**src/rtl/axi_beat_gen.sv**
```systemverilog
// Burst-command expander: turns one AXI (addr, len, size, burst) command into per-beat
// byte address, WSTRB lane mask and last flag. Optional 4KB-crossing reject: AXI_BEAT_GEN_4K_CHECK_EN.
module axi_beat_gen #(
    parameter int ADDR_WIDTH = 16,
    parameter int DATA_WIDTH = 64
) (
    input  logic                      aclk,
    input  logic                      areset,
    input  logic                      cmd_valid,
    output logic                      cmd_ready,
    input  logic [ADDR_WIDTH-1:0]     cmd_addr,
    input  logic [7:0]                cmd_len,
    input  logic [2:0]                cmd_size,
    input  logic [1:0]                cmd_burst,
    output logic                      beat_valid,
    input  logic                      beat_ready,
    output logic [ADDR_WIDTH-1:0]     beat_addr,
    output logic [DATA_WIDTH/8-1:0]   beat_strb,
    output logic                      beat_last,
    output logic                      err_valid,
    output logic [1:0]                err_code
);

    localparam int NB = DATA_WIDTH / 8;
    localparam logic [2:0] MAX_SIZE = 3'($clog2(NB));
    localparam logic [ADDR_WIDTH-1:0] ONE = ADDR_WIDTH'(1);
    localparam logic [ADDR_WIDTH-1:0] LANE_MASK = ADDR_WIDTH'(NB - 1);

    typedef enum logic {
        IDLE,
        BURST
    } state_e;

    typedef enum logic [1:0] {
        BT_FIXED = 2'd0,
        BT_INCR  = 2'd1,
        BT_WRAP  = 2'd2,
        BT_RSVD  = 2'd3
    } burst_e;

    localparam logic [1:0] ERR_NONE  = 2'd0;
    localparam logic [1:0] ERR_SIZE  = 2'd1;
    localparam logic [1:0] ERR_BURST = 2'd2;
    localparam logic [1:0] ERR_4K    = 2'd3;

    // Byte address of beat n of a burst; all arithmetic wraps modulo 2^ADDR_WIDTH.
    function automatic logic [ADDR_WIDTH-1:0] calc_addr(
        input logic [ADDR_WIDTH-1:0] a,
        input logic [2:0]            size,
        input logic [7:0]            len,
        input logic [1:0]            burst,
        input logic [7:0]            n
    );
        logic [ADDR_WIDTH-1:0] step;
        logic [ADDR_WIDTH-1:0] a_al;
        logic [ADDR_WIDTH-1:0] nofs;
        logic [ADDR_WIDTH-1:0] w;
        logic [ADDR_WIDTH-1:0] wlo;
        logic [ADDR_WIDTH-1:0] res;
        step = ONE << size;
        a_al = a & ~(step - ONE);
        nofs = ADDR_WIDTH'(n) << size;
        w    = (ADDR_WIDTH'(len) + ONE) << size;
        wlo  = a & ~(w - ONE);
        case (burst)
            BT_FIXED: res = a;
            BT_WRAP:  res = wlo + ((a - wlo + nofs) & (w - ONE));
            default:  res = (n == 8'd0) ? a : a_al + nofs;
        endcase
        return res;
    endfunction

    // Lanes from the beat's own byte offset up to the end of its size-aligned container.
    function automatic logic [NB-1:0] calc_strb(
        input logic [ADDR_WIDTH-1:0] addr,
        input logic [2:0]            size
    );
        logic [ADDR_WIDTH-1:0] step;
        logic [ADDR_WIDTH-1:0] lo;
        logic [ADDR_WIDTH-1:0] hi;
        logic [NB-1:0]         strb;
        step = ONE << size;
        lo   = addr & LANE_MASK;
        hi   = ((addr & ~(step - ONE)) & LANE_MASK) + step - ONE;
        strb = '0;
        for (int i = 0; i < NB; i++) begin
            strb[i] = (ADDR_WIDTH'(i) >= lo) && (ADDR_WIDTH'(i) <= hi);
        end
        return strb;
    endfunction

    state_e                state_q, state_d;
    logic [ADDR_WIDTH-1:0] a_q, a_d;
    logic [2:0]            size_q, size_d;
    logic [7:0]            len_q, len_d;
    logic [1:0]            burst_q, burst_d;
    logic [7:0]            idx_q, idx_d;
    logic [ADDR_WIDTH-1:0] beat_addr_q, beat_addr_d;
    logic [NB-1:0]         beat_strb_q, beat_strb_d;
    logic                  beat_last_q, beat_last_d;
    logic                  err_valid_q, err_valid_d;
    logic [1:0]            err_code_q, err_code_d;

    logic                  cmd_accept;
    logic                  beat_fire;
    logic [ADDR_WIDTH-1:0] cmd_lsb_mask;
    logic                  wrap_len_ok;
    logic [1:0]            err_c;
    logic [7:0]            nxt_idx;
    logic [ADDR_WIDTH-1:0] nxt_addr;

    assign cmd_ready  = (state_q == IDLE) && !areset;
    assign beat_valid = (state_q == BURST);
    assign cmd_accept = cmd_valid && cmd_ready;
    assign beat_fire  = beat_valid && beat_ready;

    assign cmd_lsb_mask = (ONE << cmd_size) - ONE;
    assign wrap_len_ok  = (cmd_len == 8'd1) || (cmd_len == 8'd3) ||
                          (cmd_len == 8'd7) || (cmd_len == 8'd15);

    assign nxt_idx  = idx_q + 8'd1;
    assign nxt_addr = calc_addr(a_q, size_q, len_q, burst_q, nxt_idx);

`ifdef AXI_BEAT_GEN_4K_CHECK_EN
    logic page_cross_c;
    if (ADDR_WIDTH > 12) begin : g_page
        logic [ADDR_WIDTH-1:0] last_byte_c;
        assign last_byte_c = (cmd_addr & ~cmd_lsb_mask)
                           + ((ADDR_WIDTH'(cmd_len) + ONE) << cmd_size) - ONE;
        assign page_cross_c = (last_byte_c[ADDR_WIDTH-1:12] != cmd_addr[ADDR_WIDTH-1:12]);
    end else begin : g_no_page
        assign page_cross_c = 1'b0;
    end
`endif

    // Error classification; the if/else chain encodes priority size > burst > 4KB.
    always_comb begin
        err_c = ERR_NONE;
        if (cmd_size > MAX_SIZE) begin
            err_c = ERR_SIZE;
        end else if ((cmd_burst == BT_RSVD) ||
                     ((cmd_burst == BT_WRAP) &&
                      (!wrap_len_ok || ((cmd_addr & cmd_lsb_mask) != '0)))) begin
            err_c = ERR_BURST;
        end
`ifdef AXI_BEAT_GEN_4K_CHECK_EN
        else if ((cmd_burst == BT_INCR) && page_cross_c) begin
            err_c = ERR_4K;
        end
`endif
    end

    // NOTE: every signal gets a default before any branch so no path leaves one unassigned (no latches).
    always_comb begin
        state_d     = state_q;
        a_d         = a_q;
        size_d      = size_q;
        len_d       = len_q;
        burst_d     = burst_q;
        idx_d       = idx_q;
        beat_addr_d = beat_addr_q;
        beat_strb_d = beat_strb_q;
        beat_last_d = beat_last_q;
        err_valid_d = 1'b0;
        err_code_d  = ERR_NONE;

        case (state_q)
            IDLE: begin
                if (cmd_accept) begin
                    if (err_c != ERR_NONE) begin
                        err_valid_d = 1'b1;
                        err_code_d  = err_c;
                    end else begin
                        state_d     = BURST;
                        a_d         = cmd_addr;
                        size_d      = cmd_size;
                        len_d       = cmd_len;
                        burst_d     = cmd_burst;
                        idx_d       = 8'd0;
                        beat_addr_d = cmd_addr;
                        beat_strb_d = calc_strb(cmd_addr, cmd_size);
                        beat_last_d = (cmd_len == 8'd0);
                    end
                end
            end
            BURST: begin
                if (beat_fire) begin
                    if (beat_last_q) begin
                        state_d     = IDLE;
                        beat_last_d = 1'b0;
                    end else begin
                        idx_d       = nxt_idx;
                        beat_addr_d = nxt_addr;
                        beat_strb_d = calc_strb(nxt_addr, size_q);
                        beat_last_d = (nxt_idx == len_q);
                    end
                end
            end
            default: state_d = IDLE;
        endcase
    end

    // NOTE: sequential state uses non-blocking assignments so all registers update together at the edge.
    always_ff @(posedge aclk or posedge areset) begin
        if (areset) begin
            state_q     <= IDLE;
            a_q         <= '0;
            size_q      <= '0;
            len_q       <= '0;
            burst_q     <= '0;
            idx_q       <= '0;
            beat_addr_q <= '0;
            beat_strb_q <= '0;
            beat_last_q <= 1'b0;
            err_valid_q <= 1'b0;
            err_code_q  <= ERR_NONE;
        end else begin
            state_q     <= state_d;
            a_q         <= a_d;
            size_q      <= size_d;
            len_q       <= len_d;
            burst_q     <= burst_d;
            idx_q       <= idx_d;
            beat_addr_q <= beat_addr_d;
            beat_strb_q <= beat_strb_d;
            beat_last_q <= beat_last_d;
            err_valid_q <= err_valid_d;
            err_code_q  <= err_code_d;
        end
    end

    assign beat_addr = beat_addr_q;
    assign beat_strb = beat_strb_q;
    assign beat_last = beat_last_q;
    assign err_valid = err_valid_q;
    assign err_code  = err_code_q;

endmodule

```
**config.mk**
```make
export PLATFORM = sky130hd
export DESIGN_NAME = axi_beat_gen
export DESIGN_NICKNAME = d
export VERILOG_FILES = /design/src/rtl/axi_beat_gen.sv
export SDC_FILE = /design/constraint.sdc
export NUM_CORES = 1
export LEC_CHECK = 0
export CAP_MARGIN = 20
export CORE_MARGIN = 1
export CORE_UTILIZATION = 51
export DETAILED_ROUTE_END_ITERATION = 16
export PLACE_DENSITY = 0.74
export SLEW_MARGIN = 20
export SYNTH_ARGS = -nofsm -noshare
export SYNTH_HDL_FRONTEND = slang
export SYNTH_SLANG_ARGS = --single-unit
export TNS_END_PERCENT = 10
```
**constraint.sdc**
```tcl
create_clock -name aclk -period 13.3 [get_ports aclk]
set_input_delay 1.995 -clock aclk [delete_from_list [all_inputs] [get_ports aclk]]
set_output_delay 1.995 -clock aclk [all_outputs]
set_load 0.1 [all_outputs]
```
==> impl_metrics.env <==
export IMPL_drt_drc_violations_left=0
export IMPL_routed_via_density=6.188
export IMPL_area_fraction_in_compound_gates_after_synthesis=0.2370
export IMPL_synth_simple_area_share=0.2257
export IMPL_postSynthAreaPerCell_sq_um=7.883
export IMPL_timing_fmax_mhz=144.2
export IMPL_minimum_period_implied_by_the_final_worst_setup_slack_ns=6.934
export IMPL_worst_case_register_to_register_setup_slack_ns=6.37
export IMPL_mostFrequentLayoutCells="126 x sky130_fd_sc_hd__nand2_1, 84 x sky130_fd_sc_hd__ha_1, 78 x sky130_fd_sc_hd__a21oi_1, 66 x sky130_fd_sc_hd__nor2_1, 66 x sky130_fd_sc_hd__dfrtp_1"
export IMPL_clock_skew_ns=0.007723
export IMPL_gp_congestion=0.9407
export IMPL_met1_usage=0.3885
export IMPL_number_of_max_cap_violations=0
export IMPL_synth_top_flop_cell="sky130_fd_sc_hd__dfrtp_1"
export IMPL_grt_setup_unrepaired="no"
export IMPL_cts_max_path_buffers=2
export IMPL_n_antenna_cell=0
export IMPL_clkTransAtPathRegs_ns=0.06
export IMPL_vias=8205
export IMPL_grt_first_pass_wirelength_mm=39.59
export IMPL_post_cts_resize_count=0
export IMPL_track_usage=0.2845
export IMPL_number_of_enable_type_register_cells_in_the_synthesized_netlist=0
export IMPL_crit_arrival_ns=7.16
export IMPL_routed_wl_mm=24.31
export IMPL_cts_buffers=9
export IMPL_status="completed"
export IMPL_synth_seq_cells=66
export IMPL_die_h_um=131.3
export IMPL_synthesis_area_sq_mm=0.008522
export IMPL_clk_insertion_delay_late_ns=0.33
export IMPL_postSynth_asyncResetShare=1.000
export IMPL_synth_warnings=0
export IMPL_critical_path_peak_fanout=40
export IMPL_setup_worst_path_class="flip-flop to flip-flop"
export IMPL_antenna_left=0
export IMPL_met2_resource_use_gr=0.4527
export IMPL_timing_hold_ws_ns=0.4871
export IMPL_finish_stage_setup_viols=0
export IMPL_cts_root_buf="sky130_fd_sc_hd__clkbuf_16"
export IMPL_cts_sinks=66
export IMPL_pin_count_of_the_biggest_net_entering_global_routing=67
export IMPL_final_area_sq_mm=0.009452
export IMPL_num_rows=46
export IMPL_cts_hold_buf=0
export IMPL_syn_num_nets=1202
export IMPL_wire_per_inst_um=18.33
export IMPL_final_max_slew_viol_count=0
export IMPL_grt_remaining_overflow=0
export IMPL_timing_hold_violations_final=0
export IMPL_post_route_period_util=0.5213
export IMPL_critPathLaunchType="flip-flop"
export IMPL_post_synthesis_adder_cell_area_fraction=0.1327
export IMPL_grt_antenna_before_repair=0
export IMPL_required_ns=13.52
export IMPL_core_area_sq_mm=0.01612
export IMPL_htreeDepth=3
export IMPL_synth_largest_area_cell="sky130_fd_sc_hd__dfrtp_1"
export IMPL_synth_top_cell_area_share=0.1938
export IMPL_dp_hpwl_mm=18.89
export IMPL_muxShareOfSynthArea=0.07782
export IMPL_die_area_sq_mm=0.01723
export IMPL_cts_tree="done"
export IMPL_ys_seq_area_frac=0.1938
export IMPL_timing_setup_tns_ns=0
export IMPL_hold_class="flip-flop to flip-flop"
export IMPL_buffer_ports_inserted=62
export IMPL_synth_top_cells_by_area="sky130_fd_sc_hd__dfrtp_1 19%, sky130_fd_sc_hd__ha_1 12%, sky130_fd_sc_hd__nand2_1 5.5%, sky130_fd_sc_hd__a21oi_1 4.6%, sky130_fd_sc_hd__mux2_2 4.6%"
export IMPL_crit_path_end_kind="flip-flop"
export IMPL_leading_cell_type_in_the_layout_fill_and_taps_excluded="sky130_fd_sc_hd__nand2_1"
export IMPL_finish_net_count=1226
export IMPL_first_iter_violations=910
export IMPL_starting_density=0.5288
export IMPL_met3_usage=0.03434
export IMPL_slew_limit_headroom=0.3211
export IMPL_synth_top_family_by_area="compound AO/OA/AOI/OAI gates"
export IMPL_post_synth_inst_count=1081
export IMPL_fp_dieW_um=131.3
export IMPL_worst_pin_slew_ns=1.015
export IMPL_first_global_vias=7628
export IMPL_synth_cell_type_count=93
export IMPL_io_pins=63
export IMPL_placed_area_sq_mm=0.009188
export IMPL_busiest_layer="met2"
export IMPL_postCtsSetupRepairBufs=0
export IMPL_post_synth_xor_area_fraction=0.07400
export IMPL_layout_area_overhead_vs_synth_pct=10.91
export IMPL_detail_route_first_pass_iterations=5
export IMPL_final_core_utilization=0.5865
export IMPL_fraction_of_final_layout_cells_sized_beyond_drive_strength_1=0.08198
-- logic make-up after synthesis --
group	after synthesis
AND/OR/NAND/NOR	381
adder cells (fa/ha/maj)	88
multiplexers	61
flip-flops	66
XOR/XNOR	72
AO/OA/AOI/OAI	298
buffers and inverters	114
other	1
-- sequential cells by signal, summed over array words and instances (netlist names) --
name and flops:
beat_valid 1, beat_strb 8, a_q 16, size_q 3
beat_addr 16, beat_last 1, err_valid 1, idx_q 8
err_code 2, len_q 8, burst_q 2
-- layout make-up --
cell class                 count  area, sq um
sequential                    66         1652
clock inverter                 5        31.28
timing repair buffer          69        673.1
multi-input combinational    901         6375
clock buffer                  11        232.7
inverter                      58        217.7
fill                        1481         6664
tap                          216        270.3
-- worst max-delay path, stage by stage, from the launching register on --
cell                        delay (ns)
sky130_fd_sc_hd__dfrtp_1          0.32
sky130_fd_sc_hd__buf_4            0.38
sky130_fd_sc_hd__clkinv_1         0.60
sky130_fd_sc_hd__nand2_1          0.30
sky130_fd_sc_hd__or2_2            0.16
sky130_fd_sc_hd__ha_1             0.24
sky130_fd_sc_hd__nand2b_1         0.17
sky130_fd_sc_hd__ha_1             0.33
sky130_fd_sc_hd__fa_1             0.50
sky130_fd_sc_hd__xor2_1           0.21
sky130_fd_sc_hd__xor2_1           0.15
sky130_fd_sc_hd__o21ai_0          0.16
sky130_fd_sc_hd__a21oi_1          0.09
sky130_fd_sc_hd__o21ai_1          0.48
sky130_fd_sc_hd__mux2i_1          0.35
sky130_fd_sc_hd__inv_1            0.09
sky130_fd_sc_hd__ha_1             0.29
sky130_fd_sc_hd__a21o_1           0.17
sky130_fd_sc_hd__a21oi_1          0.23
sky130_fd_sc_hd__o21bai_1         0.11
sky130_fd_sc_hd__a21oi_1          0.24
sky130_fd_sc_hd__xor2_1           0.10
sky130_fd_sc_hd__a2111oi_0        0.34
sky130_fd_sc_hd__and3_1           0.26
sky130_fd_sc_hd__nand2_1          0.11
sky130_fd_sc_hd__o21ai_0          0.17
sky130_fd_sc_hd__o221ai_1         0.12
sky130_fd_sc_hd__o21a_1           0.15
-- layer usage --
layer	up-vias	wire, um
li1	3957	-
met1	3902	11140
met2	292	10850
met3	54	1423
met4	0	894
met5	-	0
-- stage by stage --
step	worst slack [ns]	std cells
final	6.366	1326
after global routing	5.869	1326
after CTS	6.475	1326
after detailed placement	6.516	1310
after global placement	6.605	1310
after floorplan	7.354	1081
-- synth_stat cells, drive strengths merged (13+ instances only) --
cell and count:
o21a 13, nor2 67, o21ai 63, a21o 15
clkbuf 33, nor3 25, mux2i 25, nand2b 30
dfrtp 66, a21oi 80, xnor2 35, nand2 126
a31oi 14, nor2b 16, ha 84, mux2 36
xor2 37, inv 56, buf 23, nand3 30
-- final timing paths --
| kind | from | end | cells past startpoint |
|---|---|---|---|
| setup / recovery | size_q[0]$_DFFE_PP0P_ | beat_strb[2]$_DFFE_PP0P_ | 27 |
| hold / removal | beat_strb[7]$_DFFE_PP0P_ | beat_strb[7]$_DFFE_PP0P_ | 1 |
| setup reg to reg | size_q[0]$_DFFE_PP0P_ | beat_strb[2]$_DFFE_PP0P_ | 27 |
| hold reg to reg | beat_strb[7]$_DFFE_PP0P_ | beat_strb[7]$_DFFE_PP0P_ | 1 |
| max in group asynchronous | areset | idx_q[2]$_DFFE_PP0P_ | 3 |
| min in group asynchronous | areset | err_valid$_DFF_PP0_ | 3 |
Power is left out: the tool's default activity adds up to more than one toggle a clock period on the data nets, which glitch-free logic cannot reach.
